### src/rtl/lcd_bus_receiver.sv
// Decodes HD44780-style 4-bit LCD writes (init 0x3,0x3,0x3,0x2 then nibble pairs) into bytes; strobes 1 cycle after E falls.
// Define LCD_RX_TIMING_CHECK_EN to enable E high/low width checking (oTimingError); otherwise every event is accepted.
module lcd_bus_receiver #(
  parameter int unsigned MIN_E_HIGH = 12,
  parameter int unsigned MIN_E_LOW  = 12
) (
  input  logic       Clock,
  input  logic       Reset,
  input  logic       iLCD_Enabled,
  input  logic       iLCD_RegisterSelect,
  input  logic       iLCD_ReadWrite,
  input  logic [3:0] iLCD_Data,
  output logic [7:0] oByte,
  output logic       oByteIsData,
  output logic       oByteValid,
  output logic       oMode4Bit,
  output logic       oSeqError,
  output logic       oTimingError
);

  typedef enum logic [1:0] {ST_INIT, ST_HIGH, ST_LOW} state_t;

  // Width counters saturate at 255, so larger thresholds could never be met.
  if (MIN_E_HIGH > 255 || MIN_E_LOW > 255) begin : g_param_chk
    $error("MIN_E_HIGH/MIN_E_LOW must not exceed 255");
  end

  logic       e_q;
  logic [3:0] nib_q;
  logic       rs_q, rw_q;
  logic       evt;
  logic       timing_ok;

  assign evt = e_q & ~iLCD_Enabled;

  always_ff @(posedge Clock or posedge Reset) begin
    if (Reset) begin
      e_q   <= 1'b0;
      nib_q <= 4'h0;
      rs_q  <= 1'b0;
      rw_q  <= 1'b0;
    end else begin
      e_q <= iLCD_Enabled;
      if (iLCD_Enabled) begin
        nib_q <= iLCD_Data;
        rs_q  <= iLCD_RegisterSelect;
        rw_q  <= iLCD_ReadWrite;
      end
    end
  end

  state_t     st_q, st_d;
  logic [1:0] cnt_q, cnt_d;
  logic [3:0] hi_nib_q, hi_nib_d;
  logic       hi_rs_q, hi_rs_d;
  logic [7:0] byte_q, byte_d;
  logic       isd_q, isd_d;
  logic       vld_q, vld_d;
  logic       mode_q, mode_d;
  logic       seq_q, seq_d;

`ifdef LCD_RX_TIMING_CHECK_EN
  localparam logic [7:0] MinHi = 8'(MIN_E_HIGH);
  localparam logic [7:0] MinLo = 8'(MIN_E_LOW);

  logic [7:0] hi_cnt_q, lo_cnt_q, gap_q;
  logic       tim_q, tim_d;

  // Counts include the current cycle, so at the event hi_cnt_q equals the full pulse width.
  always_ff @(posedge Clock or posedge Reset) begin
    if (Reset) begin
      hi_cnt_q <= 8'd0;
      lo_cnt_q <= 8'd0;
      gap_q    <= 8'd0;
    end else if (iLCD_Enabled) begin
      hi_cnt_q <= !e_q ? 8'd1 : (hi_cnt_q == 8'hFF) ? 8'hFF : hi_cnt_q + 8'd1;
      if (!e_q) gap_q <= lo_cnt_q;
    end else begin
      lo_cnt_q <= e_q ? 8'd1 : (lo_cnt_q == 8'hFF) ? 8'hFF : lo_cnt_q + 8'd1;
    end
  end

  assign timing_ok = (hi_cnt_q >= MinHi) && ((st_q != ST_LOW) || (gap_q >= MinLo));
  assign tim_d     = evt & ~rw_q & ~timing_ok;

  always_ff @(posedge Clock or posedge Reset) begin
    if (Reset) tim_q <= 1'b0;
    else       tim_q <= tim_d;
  end

  assign oTimingError = tim_q;
`else
  assign timing_ok    = 1'b1;
  assign oTimingError = 1'b0;
`endif

  always_comb begin
    st_d     = st_q;
    cnt_d    = cnt_q;
    hi_nib_d = hi_nib_q;
    hi_rs_d  = hi_rs_q;
    byte_d   = byte_q;
    isd_d    = isd_q;
    mode_d   = mode_q;
    vld_d    = 1'b0;
    seq_d    = 1'b0;
    if (evt) begin
      if (rw_q) begin
        seq_d = 1'b1;
      end else if (timing_ok) begin
        unique case (st_q)
          ST_INIT: begin
            if (nib_q == 4'h3) begin
              if (cnt_q != 2'd3) cnt_d = cnt_q + 2'd1;
            end else if (nib_q == 4'h2 && cnt_q == 2'd3) begin
              st_d   = ST_HIGH;
              mode_d = 1'b1;
            end else begin
              cnt_d = 2'd0;
              seq_d = 1'b1;
            end
          end
          ST_HIGH: begin
            hi_nib_d = nib_q;
            hi_rs_d  = rs_q;
            st_d     = ST_LOW;
          end
          ST_LOW: begin
            if (rs_q == hi_rs_q) begin
              byte_d = {hi_nib_q, nib_q};
              isd_d  = rs_q;
              vld_d  = 1'b1;
              st_d   = ST_HIGH;
            end else begin
              // RS mismatch: restart the byte with this nibble as its high half
              seq_d    = 1'b1;
              hi_nib_d = nib_q;
              hi_rs_d  = rs_q;
            end
          end
          default: st_d = ST_INIT;
        endcase
      end
    end
  end

  always_ff @(posedge Clock or posedge Reset) begin
    if (Reset) begin
      st_q     <= ST_INIT;
      cnt_q    <= 2'd0;
      hi_nib_q <= 4'h0;
      hi_rs_q  <= 1'b0;
      byte_q   <= 8'h00;
      isd_q    <= 1'b0;
      vld_q    <= 1'b0;
      mode_q   <= 1'b0;
      seq_q    <= 1'b0;
    end else begin
      st_q     <= st_d;
      cnt_q    <= cnt_d;
      hi_nib_q <= hi_nib_d;
      hi_rs_q  <= hi_rs_d;
      byte_q   <= byte_d;
      isd_q    <= isd_d;
      vld_q    <= vld_d;
      mode_q   <= mode_d;
      seq_q    <= seq_d;
    end
  end

  assign oByte       = byte_q;
  assign oByteIsData = isd_q;
  assign oByteValid  = vld_q;
  assign oMode4Bit   = mode_q;
  assign oSeqError   = seq_q;

endmodule

### config.mk
export PLATFORM = sky130hd
export DESIGN_NAME = lcd_bus_receiver
export DESIGN_NICKNAME = d
export VERILOG_FILES = /design/src/rtl/lcd_bus_receiver.sv
export SDC_FILE = /design/constraint.sdc
export NUM_CORES = 1
export LEC_CHECK = 0
export BUFFER_PORTS_ARGS = -buffer_cell sky130_fd_sc_hd__buf_2
export CAP_MARGIN = 25
export CORE_AREA = 2 2 50 52
export CTS_CLUSTER_SIZE = 28
export DETAILED_ROUTE_END_ITERATION = 7
export DIE_AREA = 0 0 52 54
export MAX_ROUTING_LAYER = met4
export PLACE_DENSITY = 0.8
export SLEW_MARGIN = 25
export SYNTH_ARGS = -nofsm -noshare
export SYNTH_HDL_FRONTEND = slang
export SYNTH_SLANG_ARGS = --single-unit
### constraint.sdc
create_clock -name Clock -period 2.19 [get_ports Clock]
set_input_delay 0.438 -clock Clock [delete_from_list [all_inputs] [get_ports Clock]]
set_output_delay 0.438 -clock Clock [all_outputs]
set_load 0.02 [all_outputs]
After elaboration in Yosys (flattened, before gate mapping) --
Index checks and enable logic that the tools add are counted.
Word-level totals: register bits 28, bits of input ports 9, output and inout port bits 13
Cells by class: $add $sub $neg 1, eq/ne operators 13, muxes and demuxes 21, bitwise operators 4, reductions and logical operators 8
Operator list (count):
- AND reduction 5 bit | 3
- 2-to-1 mux 2 bit | 6
- != test 2 bit (second input constant) | 6
- 2-to-1 mux 1 bit | 10
- equality test 4 x 2 -> 1 bit (second input constant) | 2
- one-hot mux 4 bit (2 select lines) | 1
- AND reduction 4 bit | 2
- one-hot mux 2 bit (3 select lines) | 1
- equality test 2 bit (second input constant) | 2
- 2-to-1 mux 4 bit | 1
- one-hot mux 1 bit (2 select lines) | 2
- inverter 1 bit | 3
- adder 2 x 1 -> 2 bit (second input constant) | 1
- equality test 2 x 1 -> 1 bit (second input constant) | 1
- zero test 2 bit | 1
- != test 2 x 1 -> 1 bit (second input constant) | 1
- nonzero test 2 bit | 1
- bitwise AND 1 bit | 1
- equality test 1 bit | 1
- logical AND 1 bit | 1

Logic depth before layout (Yosys ltp) --
Gate-level depths: netlist (run 1).
depth in word-level cells 7, mapped depth 5, depth with buffers taken out 5

Least setup slack after synthesis (run 1) --
OpenSTA, ideal clock, no wires.
kind input to register, from input iLCD_Enabled, to register byte_q[0] (netlist: oByte[0]), setup time 125 ps, arrival time 1552 ps, data required time 2065 ps, slack 513 ps, cell stages on the path 5, path buffers 1, cell sequence buf_6 > or3b_4 > nor3_4 > nand2_4 > mux2_2
Between the ends: word-level cells in the longest chain between the ends 3
Ends and longest elaborated chain:
- start, declared | line 9 | input logic iLCD_Enabled,
- inverter 1 bit | line 34 | assign evt = e_q & ~iLCD_Enabled;
- bitwise AND 1 bit | line 34
- AND reduction 4 bit (no source line)
- end signal, assigned | line 163 | byte_q <= byte_d;
- end, declared | line 56 | logic [7:0] byte_q, byte_d;
No other way between the ends. A chain may end at the register's enable or synchronous reset.

Worst setup path in the final report (run 1) --
from register rs_q, to register hi_nib_q[1]
Between the ends: word-level cells in the longest chain between the ends 3
Ends and longest elaborated chain:
- start, declared | line 30 | logic rs_q, rw_q;
- start signal, assigned | line 46 | rs_q <= iLCD_RegisterSelect;
- equality test 1 bit | line 129 | if (rs_q == hi_rs_q) begin
- != test 2 bit (no source line)
- AND reduction 4 bit (no source line)
- end signal, assigned | line 161 | hi_nib_q <= hi_nib_d;
- end, declared | line 54 | logic [3:0] hi_nib_q, hi_nib_d;
No other way between the ends.

==> results of run 1 <==
flip-flops by register name, summed over array words and instances, names as in the netlist:
name / cells
rw_q: 1
oByteValid: 1
hi_rs_q: 1
nib_q: 4
rs_q: 1
st_q: 2
cnt_q: 2
hi_nib_q: 4
e_q: 1
oByte: 8
oSeqError: 1
oMode4Bit: 1
oByteIsData: 1
area by class of cell:
class / count / share of cell area
Clock buffer: 4 / 0.0257
Multi-Input combinational cell: 60 / 0.361
Sequential cell: 28 / 0.497
Tap cell: 30 / 0.0266
Timing Repair Buffer: 22 / 0.0816
Inverter: 3 / 0.00799
cells by family (layout without fill, tap and decap cells):
family	after synthesis	count (layout)	synth area share
buffers and inverters	7	29	0.0301
adder cells (fa/ha/maj)	1	1	0.0100
XOR/XNOR	2	2	0.0201
AO/OA/AOI/OAI	17	17	0.0873
flip-flops	28	28	0.562
AND/OR/NAND/NOR	20	20	0.116
other	1	1	0.00301
multiplexers	19	19	0.172
cell usage in the layout (no fill, tap or decap):
cell type,synthesis,layout
a211oi_1,1,1
a21o_1,2,2
a21oi_1,6,6
a22o_1,1,1
a31oi_1,1,1
and4b_1,1,1
buf_2,0,20
buf_4,1,2
clkbuf_4,0,3
clkbuf_8,0,1
conb_1,1,1
dfrtp_1,28,28
ha_1,1,1
inv_1,3,3
mux2_2,19,19
nand2_1,3,3
nand2_4,1,1
nand2b_1,1,1
nand4bb_1,1,1
nor2_1,5,5
nor3_1,1,1
nor3_2,1,1
nor3_4,1,1
nor3b_1,2,2
nor3b_2,1,1
o211ai_1,2,2
o21ai_0,3,3
o221a_2,1,1
or2_1,1,1
or3b_4,1,1
xnor2_2,1,1
xor2_1,1,1
worst max-delay path by stage:
stage	from	endpoint	slack, ps	cells past startpoint
3_3_place_gp	iLCD_Enabled	oByte[1]	380	5
5_1_grt	rs_q	hi_nib_q[1]	510	4
4_1_cts	rw_q	oByte[1]	580	4
2_1_floorplan	iLCD_Enabled	oByte[0]	510	5
3_5_place_dp	iLCD_Enabled	oByte[1]	340	5
6_report	rs_q	hi_nib_q[1]	580	4
metal layers:
layer | routed length [um] | up-vias
li1 | - | 380
met1 | 809 | 410
met2 | 939 | 16
met3 | 68 | 4
met4 | 46 | 0
met5 | 0 | -
power by group:
group	switching, W	leakage [nW]	internal [W]
Clock	0.000139	0.0210	0.000102
Combinational	0.0000323	0.341	0.0000312
Sequential	0.0000185	0.374	0.000532
stage by stage:
step | worst slack, ps | hold slack, ps | utilization | cell area, um^2 | power, W
after floorplan | 513 | 469 | - | 1250 | 0.000605
after global placement | 383 | 437 | 0.592 | 1370 | 0.000622
after detailed placement | 341 | 452 | 0.592 | 1370 | 0.000626
after CTS | 575 | 154 | 0.608 | 1410 | 0.000867
after global routing | 507 | 188 | 0.608 | 1410 | 0.000894
final | 575 | 150 | 0.608 | 1410 | 0.000854
worst max-delay path: stages (launching register included):
cell     delay (ps)
dfrtp_1         470
xnor2_2         330
or2_1           190
a21o_1          180
mux2_2          340
==> impl_metrics.yaml, run 1 <==
run_status:
  outcome: "finished clean"
synth:
  ys_types: 32
  top_area_cell_type_share_of_the_netlist_area: 0.562
  dominantRegCellSynth: "dfrtp_1"
  synth_area_leaders: "dfrtp_1 (56%), mux2_2 (17%), a21oi_1 (2.4%), nor2_1 (1.5%), nor3_4 (1.3%)"
  top_cell_type_by_total_area_after_synthesis: "dfrtp_1"
  synth_async_sr_flop_share: 1.00
  synthMostInstantiatedCell: "dfrtp_1"
  post_synth.cell_area_avg_um2: 13.1
  synth_fp_nets: 105
  number_of_enable_type_register_cells_in_the_synthesized_netlist: 0
  top_cells_by_instance_count_after_synthesis: "dfrtp_1 (28), mux2_2 (19), a21oi_1 (6), nor2_1 (5)"
  ys.warnings.count: 0
  netlist_instances: 95
  synthesis.area_um2: 1250
  seq_area_frac_synth: 0.562
  ys_seq_elements: 28
routing:
  drtIter0Drc: 6
  route.antenna.remaining_nets: 0
  drc_errors: 0
  route.detailed.vias_per_inst: 5.51
  drt_wl_total_um: 1860
  drt_pass1_iterations: 4
  drt-wirelength-per-cell_um: 12.7
  count_of_vias_placed_by_the_detailed_router: 810
place:
  place_congestion: 0.761
  post-place-cells: 143
  hpwl_um: 1400
  portBuffers: 20
cells_and_area:
  insertedDiodeCount: 0
  seq_area_um2: 701
  net_count_reported_at_finish: 128
  layoutNonFillerInstCount: 147
  multiInputGateArea_um2: 509
  layout.filler_cells: 190
  drive_gt1_frac: 0.444
  area_growth_pct: 13.0
floorplan:
  ioPinCount: 22
  core.rowCount: 18
  die-width_um: 52
  design.die.area_um2: 2810
  die_y_extent_um: 54
  effective_utilization_at_floorplan: 0.538
  core_area_um2: 2320
setup_path:
  category_of_the_worst_setup_path_launch_point: "flip-flop"
  setup.reg_to_reg.worst_slack_ps: 580
  critical_path_required_ps: 2410
  worstReg2RegEnd: "hi_nib_q[1]"
  timing.reg2reg.worst_path_depth: 4
  worst-setup-path-type: "reg2reg"
  crit_arrival_ps: 1830
  cp-end-kind: "flip-flop"
  critPathMaxFanout: 5
  r2r-start: "rs_q"
global_route:
  grt_max_degree: 29
  groute.layer.met2.usage: 0.259
  grt_use_total: 0.165
  globalRoute.totalOverflow: 0
  via_count_of_the_first_global_routing_pass: 747
  top_usage_layer: "met2"
  grt_pass1_wl_um: 3240
  groute.layer.met1.usage: 0.204
  grt_use_met3: 0.0167
  number_of_antenna_violations_at_the_first_check_in_global_routing: 0
power_and_ir_drop:
  peakVddDrop_mv: 0.390
  cellPowerDensity_nw_per_um2: 606
  power_leakage_nw: 0.736
cts:
  htree_num_levels: 1
  numClockSinks: 28
  cts.root.buffer_cell: "clkbuf_4"
  cts.repair_timing.setup_buffer_count: 0
  postCtsResizedCells: 0
  number_of_buffers_on_the_longest_clock_path: 2
  source_to_sink_clock_delay_at_the_later_pin_of_the_worst_skew_pair_ps: 320
  tritoncts: "done"
  cts_buffers: 3
  clock_transition_time_at_the_flip_flop_clock_pins_of_the_worst_setup_and_hold_paths_ps: 140
  postCtsHoldBufs: 0
sta:
  fin_tns_setup_ps: 0
  timing.final.crit_share: 0.737
  post-route-min-period_ps: 1610
  slew_violations: 0
  unrepaired_setup_endpoints_after_global_routing: "no"
  setup_viol_count_final: 0
  worst_clock_skew_ps: 5.78
  final-hold-violation-count: 0
  max_freq_mhz: 619
worst_hold_path:
  hold_crit_class: "in2async"
flow_run:
  maxCapViolCount: 0
No activity file was read; power rests on OpenSTA's default activity.
==> run 2: changes to the inputs <==
CORE_AREA = 2 2 54 56   (was 2 2 50 52)
DIE_AREA = 0 0 56 58   (was 0 0 52 54)
PLACE_DENSITY = 0.73   (was 0.8)
clock period = 1.4 ns   (was 2.19 ns; I/O delays follow)
==> run 2 against run 1 <==
Against the previous run:
- the run now ends with negative setup slack left
- first-iteration DRC count stayed put
- count of clock-buffer cells in the layout stayed put
- die area is 16% higher
- critical path depth stayed put
- largest power group unchanged
- flip-flop and latch count stayed put
- largest cell class unchanged
- final area is 8.3% higher
- sequential power is 55% higher
==> impl_metrics.yaml, run 2 (synthesis results as in run 1) <==
floorplan:
  ioPinCount: 22
  die-width_um: 56
  core.rowCount: 19
  design.die.area_um2: 3250
  effective_utilization_at_floorplan: 0.469
  core_area_um2: 2660
  die_y_extent_um: 58
setup_path:
  critPathMaxFanout: 9
  worstReg2RegEnd: "oByte[5]"
  critPathMaxStageDelay_ps: 410
  critical_path_required_ps: 1620
  cp_cell_sequence: "or3b_4 > nor3_4 > nand2_4 > mux2_2"
  timing.critical_path.from: "rw_q"
  worst-setup-path-type: "reg2reg"
  setup.reg_to_reg.worst_slack_ps: -130
  timing.reg2reg.worst_path_depth: 4
  endpoint: "oByte[5]"
  cp-end-kind: "flip-flop"
  category_of_the_worst_setup_path_launch_point: "flip-flop"
  r2r-start: "rw_q"
  crit_arrival_ps: 1750
  critPathSlowestCell: "or3b_4"
cells_and_area:
  utilization: 0.574
  layout.filler_cells: 220
  multiInputGateArea_um2: 518
  layout_common_cells: "dfrtp_1 (28), buf_2 (20), mux2_2 (19), buf_4 (15)"
  net_count_reported_at_finish: 142
  insertedDiodeCount: 0
  area_growth_pct: 22.5
  most_common_cell_after_layout_fill_and_taps_aside: "dfrtp_1"
  seq_area_um2: 701
  largest_reg_flops: 8
  drive_gt1_frac: 0.511
cts:
  number_of_buffers_on_the_longest_clock_path: 2
  source_to_sink_clock_delay_at_the_later_pin_of_the_worst_skew_pair_ps: 320
  numClockSinks: 28
  cts.repair_timing.setup_buffer_count: 0
  htree_num_levels: 1
  cts.root.buffer_cell: "clkbuf_4"
  cts_buffers: 3
  clock_transition_time_at_the_flip_flop_clock_pins_of_the_worst_setup_and_hold_paths_ps: 140
  tritoncts: "done"
routing:
  route.detailed.vias_per_inst: 5.19
  drtIter0Drc: 6
  count_of_vias_placed_by_the_detailed_router: 840
  route.antenna.remaining_nets: 0
  drt_wl_total_um: 2130
  drc_errors: 0
  drt_pass1_iterations: 4
  drt-wirelength-per-cell_um: 13.1
place:
  place_congestion: 0.752
  hpwl_um: 1640
  portBuffers: 20
global_route:
  grt_pass1_wl_um: 3900
  via_count_of_the_first_global_routing_pass: 888
  grt_max_degree: 29
  globalRoute.totalOverflow: 0
  number_of_antenna_violations_at_the_first_check_in_global_routing: 0
  grt_use_total: 0.157
sta:
  worst_clock_skew_ps: 1.23
  unrepaired_setup_endpoints_after_global_routing: "yes"
  post-route-min-period_ps: 1530
  timing.final.crit_share: 1.09
  fin_ws_ps: -130
  max_freq_mhz: 653
  slew_violations: 0
  setup_viol_count_final: 15
  fin_tns_setup_ps: -1210
  final-hold-violation-count: 0
power_and_ir_drop:
  cellPowerDensity_nw_per_um2: 897
  peakVddDrop_mv: 0.714
  power_leakage_nw: 0.808
run_status:
  outcome: "finished with violations"
  violations: "negative setup slack"
worst_hold_path:
  hold_crit_class: "in2reg"
flow_run:
  maxCapViolCount: 0
-- run 2: cell types whose count changed in the layout (fill, tap and decap cells not counted), sizes merged --
cell / previous run / this run
buf: 22 / 35
dlygate4sd3: 0 / 1
-- run 2: worst min-delay path by stage --
stage | slack, ps | endpoint | start | depth (start not counted)
after detailed placement | 360 | oByte[7] | Reset | 3
final | 180 | rs_q | iLCD_RegisterSelect | 2
after CTS | 170 | rs_q | iLCD_RegisterSelect | 2
after global placement | 350 | oByteValid | Reset | 3
after floorplan | 310 | e_q | iLCD_Enabled | 0
after global routing | 160 | rs_q | iLCD_RegisterSelect | 2
-- run 2: worst max-delay path, delay by kind of cell (launching register included) --
family	cells	cell delay (ps)
muxes	1	290
and+or+nand+nor	3	730
DFF	1	400
-- run 2: through the flow --
stage                     instances  hold slack (ps)  total power, W  instance area, um^2  setup slack (ps)
after global routing            162              163         0.00144                 1530              -178
after CTS                       162              170         0.00139                 1530              -139
after detailed placement        157              357         0.00100                 1470              -167
after global placement          157              350        0.000999                 1470              -119
final                           162              178         0.00137                 1530              -130
after floorplan                  95              311        0.000946                 1250              -119
-- run 2: layout make-up --
cell class              instances  share of cell area
flip-flops and latches         28               0.459
multi-input cells              60               0.339
repair buffers                 36               0.146
well taps                      31              0.0254
clock buffers                   4              0.0238
inverters                       3             0.00737
-- run 2: routing by layer --
layer | share of wire | track usage | vias to the layer above | wire (um)
met1 | 0.44 | 0.201 | 418 | 939
met5 | 0 | - | - | 0
met3 | 0.030 | 0.0246 | 4 | 63
met2 | 0.51 | 0.249 | 14 | 1090
li1 | - | - | 404 | -
met4 | 0.016 | 0.0714 | 0 | 34
-- run 2: power by group --
part	internal, W	leakage [nW]	switching (W)
sequential	0.000832	0.374	0.0000225
combinational	0.0000719	0.413	0.0000634
clock	0.000159	0.0210	0.000221
total	0.00106	0.808	0.000307
-- run 2: what timing repair did --
action | CTS | global route
hold buffers | 1 | 0
setup endpoints to repair | 15 | 15
pin swaps | 1 | 0
hold endpoints to repair | 28 | 0
resized for setup | 2 | 0
==> run 3: changes to the inputs <==
CORE_AREA = 2 2 53 55   (was 2 2 54 56)
CTS_BUF_LIST = sky130_fd_sc_hd__clkbuf_4   (was default)
DIE_AREA = 0 0 55 57   (was 0 0 56 58)
PLACE_DENSITY = 0.75   (was 0.73)
==> run 3 against run 2 <==
Against the previous run:
- the flow still finishes with violations (negative setup slack)
- combinational power is essentially flat
- core utilization grew 1.8 points
- non-clock buffer count stayed put
- maximum frequency fell by 0.75%
- largest cell class unchanged
- flip-flop and latch count unchanged
- worst setup slack got worse by 12 ps
- count of clock-buffer cells in the layout down 1
==> impl_metrics.yaml, run 3 (synthesis results as in run 1) <==
run_status:
  outcome: "finished with violations"
  violations: "negative setup slack"
cells_and_area:
  drive_gt1_frac: 0.511
  layout_common_cells: "dfrtp_1 (28), buf_2 (20), mux2_2 (19), buf_4 (14)"
  insertedDiodeCount: 0
  layoutNonFillerInstCount: 162
  area_growth_pct: 24.1
  most_common_cell_after_layout_fill_and_taps_aside: "dfrtp_1"
  largest_reg_flops: 8
  net_count_reported_at_finish: 142
  layout.filler_cells: 230
routing:
  drt_wl_total_um: 2340
  drt_pass1_iterations: 4
  dr_wl_met3_um: 67
  route.detailed.vias_per_inst: 5.29
  met2_routed_wirelength_um: 1250
  drt-wirelength-per-cell_um: 14.4
  highest-signal-layer: "met4"
  drt-met1-wl_um: 963
  drc_errors: 0
  drtIter0Drc: 9
  route.antenna.remaining_nets: 0
  count_of_vias_placed_by_the_detailed_router: 857
floorplan:
  die_y_extent_um: 57
  core.rowCount: 19
  core_area_um2: 2620
  design.die.area_um2: 3140
  effective_utilization_at_floorplan: 0.477
  die-width_um: 55
  ioPinCount: 22
power_and_ir_drop:
  peakVddDrop_mv: 0.794
  power_leakage_nw: 0.817
  switching_share: 0.216
  cellInternalPower_w: 0.00119
  netSwitchingPower_w: 0.000328
  power_w: 0.00152
  cellPowerDensity_nw_per_um2: 982
  comb_power_share: 0.089
  sequentialPowerShare: 0.564
  power.share.clock: 0.348
sta:
  unrepaired_setup_endpoints_after_global_routing: "yes"
  post-route-min-period_ps: 1540
  timing.final.crit_share: 1.10
  worst_clock_skew_ps: 1.07
  slew_violations: 0
  setup_viol_count_final: 15
  final-hold-violation-count: 0
  fin_tns_setup_ps: -1510
  max_freq_mhz: 649
  fin_ws_ps: -142
place:
  portBuffers: 20
  place_congestion: 0.772
  dpl_worst_slack_ps: -177
  post-place-cells: 156
  hpwl_um: 1690
setup_path:
  critPathSlowestCell: "or3b_4"
  timing.critical_path.from: "rw_q"
  r2r-start: "rw_q"
  crit_arrival_ps: 1780
  critPathMaxFanout: 9
  cp_cell_sequence: "or3b_4 > nor3_4 > nand2_4 > mux2_2"
  critical_path_required_ps: 1640
  worst-setup-path-type: "reg2reg"
  cp.buffers_inverters: 0
  critical_path.top_delay_family: "simple AND/OR/NAND/NOR gates"
  wp_depth: 4
  cp-end-kind: "flip-flop"
  category_of_the_worst_setup_path_launch_point: "flip-flop"
  critPathMaxStageDelay_ps: 420
  timing.reg2reg.worst_path_depth: 4
cts:
  cts.root.buffer_cell: "clkbuf_4"
  htree_num_levels: 1
  clock_transition_time_at_the_flip_flop_clock_pins_of_the_worst_setup_and_hold_paths_ps: 150
  source_to_sink_clock_delay_at_the_later_pin_of_the_worst_skew_pair_ps: 330
  number_of_buffers_on_the_longest_clock_path: 2
  tritoncts: "done"
  cts_buffers: 3
  numClockSinks: 28
worst_hold_path:
  min_delay_path_depth: 2
  hold_start: "iLCD_Data[0]"
  hold_crit_class: "in2reg"
global_route:
  grt_pass1_wl_um: 3840
  grt_use_total: 0.181
  number_of_antenna_violations_at_the_first_check_in_global_routing: 0
  globalRoute.totalOverflow: 0
  via_count_of_the_first_global_routing_pass: 901
  grt_max_degree: 29
flow_run:
  maxCapViolCount: 0
[run 3: power groups by stage]
stage | combinational (W) | sequential [W] | clock, W
after floorplan | 0.0000766 | 0.000869 | 0
after global placement | 0.000127 | 0.000870 | 0
after detailed placement | 0.000132 | 0.000871 | 0
after CTS | 0.000135 | 0.000856 | 0.000537
after global routing | 0.000150 | 0.000861 | 0.000570
final | 0.000135 | 0.000856 | 0.000529
[run 3: cell type report]
cell class                 instances  area, um^2  area share
inverter                           3        11.3     0.00728
multi-input combinational         60         518       0.335
clock inverter                     1        30.0      0.0194
sequential                        28         701       0.453
clock buffer                       3        22.5      0.0146
timing repair buffer              36         226       0.146
tap                               31        38.8      0.0251
[run 3: worst register-to-register path, stage by stage (launching register included)]
cell,delay [ps]
dfrtp_1,410
or3b_4,420
nor3_4,190
nand2_4,130
mux2_2,290
[run 3: what timing repair did]
| action | CTS | global route |
|---|---|---|
| gates resized for setup | 1 | 2 |
| hold buffers | 1 | 0 |
| endpoints found under the setup margin | 15 | 15 |
| hold endpoints to repair | 28 | 0 |
| setup buffers | 0 | 1 |
[run 3: final timing paths]
check	slack, ps	endpoint
setup / recovery	-140	oByte[4]
hold / removal	170	nib_q[0]
setup reg to reg	-140	oByte[4]
hold reg to reg	480	oMode4Bit
max in group asynchronous	620	e_q
min in group asynchronous	530	oByte[6]
[run 3: metrics by stage]
step                      area, um^2  utilization  hold slack [ps]
after floorplan                 1250            -              311
after global placement          1470        0.560              352
after detailed placement        1470        0.560              357
after CTS                       1530        0.586              166
after global routing            1550        0.592              162
final                           1550        0.592              168
[run 3: layer usage]
metal / track usage / up-vias
met5: - / -
met4: 0.0941 / 0
met3: 0.0314 / 5
met2: 0.304 / 14
met1: 0.197 / 428
li1: - / 410
